[config.mk]
export PLATFORM = sky130hd
export DESIGN_NAME = seven_seg_scan_ctrl
export DESIGN_NICKNAME = d
export VERILOG_FILES = /design/src/rtl/seven_seg_scan_ctrl.sv
export SDC_FILE = /design/constraint.sdc
export NUM_CORES = 1
export LEC_CHECK = 0
export CORE_MARGIN = 2
export CORE_UTILIZATION = 51
export DETAILED_ROUTE_END_ITERATION = 16
export HOLD_SLACK_MARGIN = 0.12
export PLACE_DENSITY = 0.87
export SETUP_SLACK_MARGIN = 0.2
export SLEW_MARGIN = 0
export SYNTH_ARGS = -nofsm -noshare
export SYNTH_HDL_FRONTEND = slang
export SYNTH_SLANG_ARGS = --single-unit
[constraint.sdc]
create_clock -name clk -period 2.9 [get_ports clk]
set_clock_uncertainty 0.15 [all_clocks]
set_input_delay 0.435 -clock clk [delete_from_list [all_inputs] [get_ports clk]]
set_output_delay 0.435 -clock clk [all_outputs]
set_load 0.01 [all_outputs]
[src/rtl/seven_seg_scan_ctrl.sv]
// Time-multiplexed hex scanner for a common-anode 7-segment display with PWM brightness.
// Define SEVEN_SEG_LZB_EN to add the lzb input for leading-zero blanking.
module seven_seg_scan_ctrl #(
  parameter int unsigned NUM_DIGITS   = 4,
  parameter int unsigned REFRESH_LOG2 = 16
) (
  input  logic                    clk,
  input  logic                    reset,
  input  logic                    load,
  input  logic [4*NUM_DIGITS-1:0] value,
  input  logic [NUM_DIGITS-1:0]   blank_mask,
  input  logic [NUM_DIGITS-1:0]   dp_mask,
  input  logic [3:0]              bright,
`ifdef SEVEN_SEG_LZB_EN
  input  logic                    lzb,
`endif
  output logic [6:0]              seg,
  output logic                    dp,
  output logic [NUM_DIGITS-1:0]   an,
  output logic                    frame_done
);

  localparam int unsigned IdxW = (NUM_DIGITS > 1) ? $clog2(NUM_DIGITS) : 1;
  localparam logic [IdxW-1:0] LastIdx = IdxW'(NUM_DIGITS - 1);

  logic [REFRESH_LOG2-1:0] div_cnt_q, div_cnt_d;
  logic [IdxW-1:0]         idx_q, idx_d;
  logic [4*NUM_DIGITS-1:0] value_q, value_d;
  logic [6:0]              seg_q, seg_d;
  logic                    dp_q, dp_d;
  logic [NUM_DIGITS-1:0]   an_q, an_d;
  logic                    frame_done_q, frame_done_d;

  logic                    tick;
  logic                    lit;
  logic [3:0]              bright_phase;
  logic [3:0]              nibbles [NUM_DIGITS];
  logic [NUM_DIGITS-1:0]   lz_blank;

  function automatic logic [6:0] hex_decode(input logic [3:0] nib);
    logic [6:0] s;
    s = 7'h7F;
    unique case (nib)
      4'h0: s = 7'h01;
      4'h1: s = 7'h4F;
      4'h2: s = 7'h12;
      4'h3: s = 7'h06;
      4'h4: s = 7'h4C;
      4'h5: s = 7'h24;
      4'h6: s = 7'h20;
      4'h7: s = 7'h0F;
      4'h8: s = 7'h00;
      4'h9: s = 7'h0C;
      4'hA: s = 7'h08;
      4'hB: s = 7'h60;
      4'hC: s = 7'h31;
      4'hD: s = 7'h42;
      4'hE: s = 7'h30;
      4'hF: s = 7'h38;
    endcase
    return s;
  endfunction

  always_comb begin
    for (int k = 0; k < NUM_DIGITS; k++) begin
      nibbles[k] = value_q[4*k +: 4];
    end
  end

`ifdef SEVEN_SEG_LZB_EN
  // Walk from the most significant digit down; a digit is blanked while
  // it and every digit above it are zero. Digit 0 always stays visible.
  always_comb begin
    logic upper_zero;
    lz_blank   = '0;
    upper_zero = 1'b1;
    for (int k = NUM_DIGITS - 1; k >= 1; k--) begin
      upper_zero  = upper_zero & (nibbles[k] == 4'h0);
      lz_blank[k] = lzb & upper_zero;
    end
  end
`else
  assign lz_blank = '0;
`endif

  assign tick         = (div_cnt_q == '1);
  // The top four prescaler bits form the PWM phase within a digit slot.
  assign bright_phase = div_cnt_q[REFRESH_LOG2-1 -: 4];
  assign lit          = !(blank_mask[idx_q] | lz_blank[idx_q]) && (bright_phase <= bright);

  always_comb begin
    div_cnt_d    = div_cnt_q + REFRESH_LOG2'(1);
    idx_d        = idx_q;
    value_d      = value_q;
    frame_done_d = 1'b0;
    if (tick) begin
      if (idx_q == LastIdx) begin
        idx_d        = '0;
        frame_done_d = 1'b1;
      end else begin
        idx_d = idx_q + IdxW'(1);
      end
    end
    if (load) begin
      value_d = value;
    end
  end

  always_comb begin
    an_d  = '1;
    seg_d = 7'h7F;
    dp_d  = 1'b1;
    if (lit) begin
      an_d[idx_q] = 1'b0;
      seg_d       = hex_decode(nibbles[idx_q]);
      dp_d        = ~dp_mask[idx_q];
    end
  end

  always_ff @(posedge clk) begin
    if (reset) begin
      div_cnt_q    <= '0;
      idx_q        <= '0;
      value_q      <= '0;
      seg_q        <= 7'h7F;
      dp_q         <= 1'b1;
      an_q         <= '1;
      frame_done_q <= 1'b0;
    end else begin
      div_cnt_q    <= div_cnt_d;
      idx_q        <= idx_d;
      value_q      <= value_d;
      seg_q        <= seg_d;
      dp_q         <= dp_d;
      an_q         <= an_d;
      frame_done_q <= frame_done_d;
    end
  end

  assign seg        = seg_q;
  assign dp         = dp_q;
  assign an         = an_q;
  assign frame_done = frame_done_q;

endmodule
==> summary.txt <==
Outcome
  • Status: complete, no violations

Power
  • Peak supply drop: between 0.0002 and 0.00025 V
  • Leak Pwr: between 1 and 1.5 nW
  • Pwr Density: approximately 450 mW/mm²

Floorplan
  • IO Count: 44
  • CORE AREA: between 0.004 and 0.005 mm²
  • DIE HEIGHT: 69.73 µm
  • Die width: between 60 and 70 µm
  • Starting Density: a little over half
  • Row cnt: 23
  • Die ar.: just under 0.005 mm²

Logic synthesis
  • Top cells by count, synth: dfxtp_1, nor2_1, mux2i_1
  • Post-Syn Instances: approximately 230
  • Post-synth top area cell: dfxtp_1
  • Sequential share of the synthesized area: 42.70%
  • Net count of the mapped netlist: 277
  • Synth area leaders: dfxtp_1, ha_1, mux2i_1
  • Cell Area, Synth: roughly 0.0022 mm²
  • Avg Inst Size Synth: between 9 and 10 µm²
  • Post-synthesis register bit count: 47
  • Most common cell in the netlist: dfxtp_1
  • Post-synth EDFFs: 0
  • Yosys warns: 0
  • Main synth FF type: dfxtp_1
  • Post-synth top area share: a little over two fifths
  • Unique masters post-synth: 34
  • Async S/R FF share, synth: 0%

Global routing
  • Total track usage: about a fifth
  • Largest net degree at the start of global routing: 25
  • First-pass GRT wire length: roughly 7.5 mm
  • Initial antenna violation count: 0
  • Vias in the first global route: ~1.7k
  • Gr ovfl total: 0

Timing
  • Period utilization: 75.93%
  • Max-slew headroom: 67.95%
  • Max-slew violation count: 0
  • Fin crit period: between 2000 and 2500 ps
  • Setup violators final: 0
  • Final worst slack: roughly 700 ps
  • Max Clk Rate: around 450 MHz
  • Hold Fails Final Rpt: 0
  • RSZ-0062 raised after global routing: no
  • Least-Margin Pin Slew: between 400 and 500 ps
  • Fin Setup TNS: 0 ps

Routing
  • Drc violations: 0
  • Drt wl/cell: ~13 µm
  • Via/cell ratio: approximately 5.4
  • Final wirelength: between 4 and 5 mm
  • DRT Pass-1 Iters: 4
  • Iter 0 DRT Violations: around 110
  • Vias: between 1.5k and 2k
  • Antenna-violating nets left: 0

Placed design
  • IO Port Bufs: 43
  • Pre-CTS setup slack: 535.8 ps
  • GPL Wtd Cong: about 0.85
  • Detailed placer's ending HPWL: between 3 and 4 mm

Clock tree
  • Hold_buf cts: 0
  • Bufs on Longest Clock Path: 2
  • H-tree Lvls: 2
  • Setup Buffers After CTS: 0
  • Reg clk slew, reported paths: ~80 ps
  • CTS resizes: 0
  • Latest clock arrival within the worst-skew pair: ~300 ps
  • TritonCTS clock tree: yes
  • CTS Sinks: 47
  • Cts bufs inserted: 5
  • Root Buffer: clkbuf_8

Final layout
  • # diodes: 0
  • Nets@finish: between 300 and 400
  • Area growth syn-to-layout: 25.61%
  • Fillers: about 320
  • Layout cells sized above 1: about 8%

Critical path
  • CP Class: flop to flop
  • CP endpoint kind: flop
  • Critical Path RT: approximately 3000 ps
  • Startpoint Class: flop
  • CP Max Fanout: 9
  • Worst path arrival time: around 2300 ps

Min path
  • Hold Path Class: flop to flop

Flow run
  • Max cap viols: 0
final timing paths:
path / startpoint / endpoint / slack, ps / depth (start not counted)
min reg2reg: div_cnt_q[0] / div_cnt_q[0] / 330 / 1
max reg2reg: div_cnt_q[0] / idx_q[0] / 700 / 5
min: div_cnt_q[0] / div_cnt_q[0] / 330 / 1
max: div_cnt_q[0] / idx_q[0] / 700 / 5
final cells by class:
| type | instances | area, µm² | area share [%] |
|---|---|---|---|
| Timing Repair Buffer | 47 | 460.4 | 16.64 |
| Inverter | 14 | 52.55 | 1.899 |
| Clock buffer | 8 | 100.1 | 3.617 |
| Sequential cell | 47 | 940.9 | 34.00 |
| Multi-Input combinational cell | 158 | 1151 | 41.59 |
| Tap cell | 50 | 62.56 | 2.260 |
through the flow:
step	instances	hold slack (ps)	total power (W)	cell area [µm²]	utilization (%)
2_1_floorplan	231	267.5	0.0007768	2203	-
3_3_place_gp	316	278.3	0.0008444	2668	65.28
3_5_place_dp	316	325.8	0.0008500	2668	65.28
4_1_cts	324	341.2	0.001272	2768	67.73
5_1_grt	324	374.4	0.001316	2768	67.73
6_report	324	333.8	0.001258	2768	67.73
metal layers:
| metal | share of wire [%] | vias up | track usage [%] |
|---|---|---|---|
| met4 | 2.1 | 0 | 9.188 |
| met5 | 0 | - | 0 |
| met1 | 46 | 805 | 23.78 |
| li1 | - | 876 | - |
| met3 | 5.5 | 9 | 4.506 |
| met2 | 46 | 52 | 31.30 |
layout by cell type (no fill, tap or decap), drive strengths merged, types with 8 or more instances in the layout:
master,count
dfxtp,47
clkdlybuf4s50,43
nor2,30
mux2i,16
nand2,15
ha,15
inv,14
a21oi,9
nand3,9
clkbuf,8
power by group:
| group | total, W | switching [W] | leakage (nW) | internal [W] |
|---|---|---|---|---|
| Clock | 0.000422 | 0.000205 | 0.0515 | 0.000218 |
| Combinational | 0.000155 | 0.0000647 | 0.621 | 0.0000898 |
| Sequential | 0.000681 | 0.0000111 | 0.385 | 0.000670 |
critical path: stages (launching register included):
cell and delay [ps]:
dfxtp_1 370, ha_1 210, nand2_1 100, or4_1 650
or4_1 520, a21oi_1 140
cell families after synthesis:
logic type	synth area share (%)
AND/OR/NAND/NOR	18.63
flip-flops	42.70
AO/OA/AOI/OAI	7.098
buffers and inverters	5.054
multiplexers	14.42
adder cells (fa/ha/maj)	8.518
XOR/XNOR	3.578
registers in the layout (all words and copies together) (netlist names):
| name | cells |
|---|---|
| value_q | 16 |
| an | 4 |
| idx_q | 2 |
| seg | 7 |
| frame_done | 1 |
| dp | 1 |
| div_cnt_q | 16 |
Note: power is estimated with default switching activity, not from simulation.
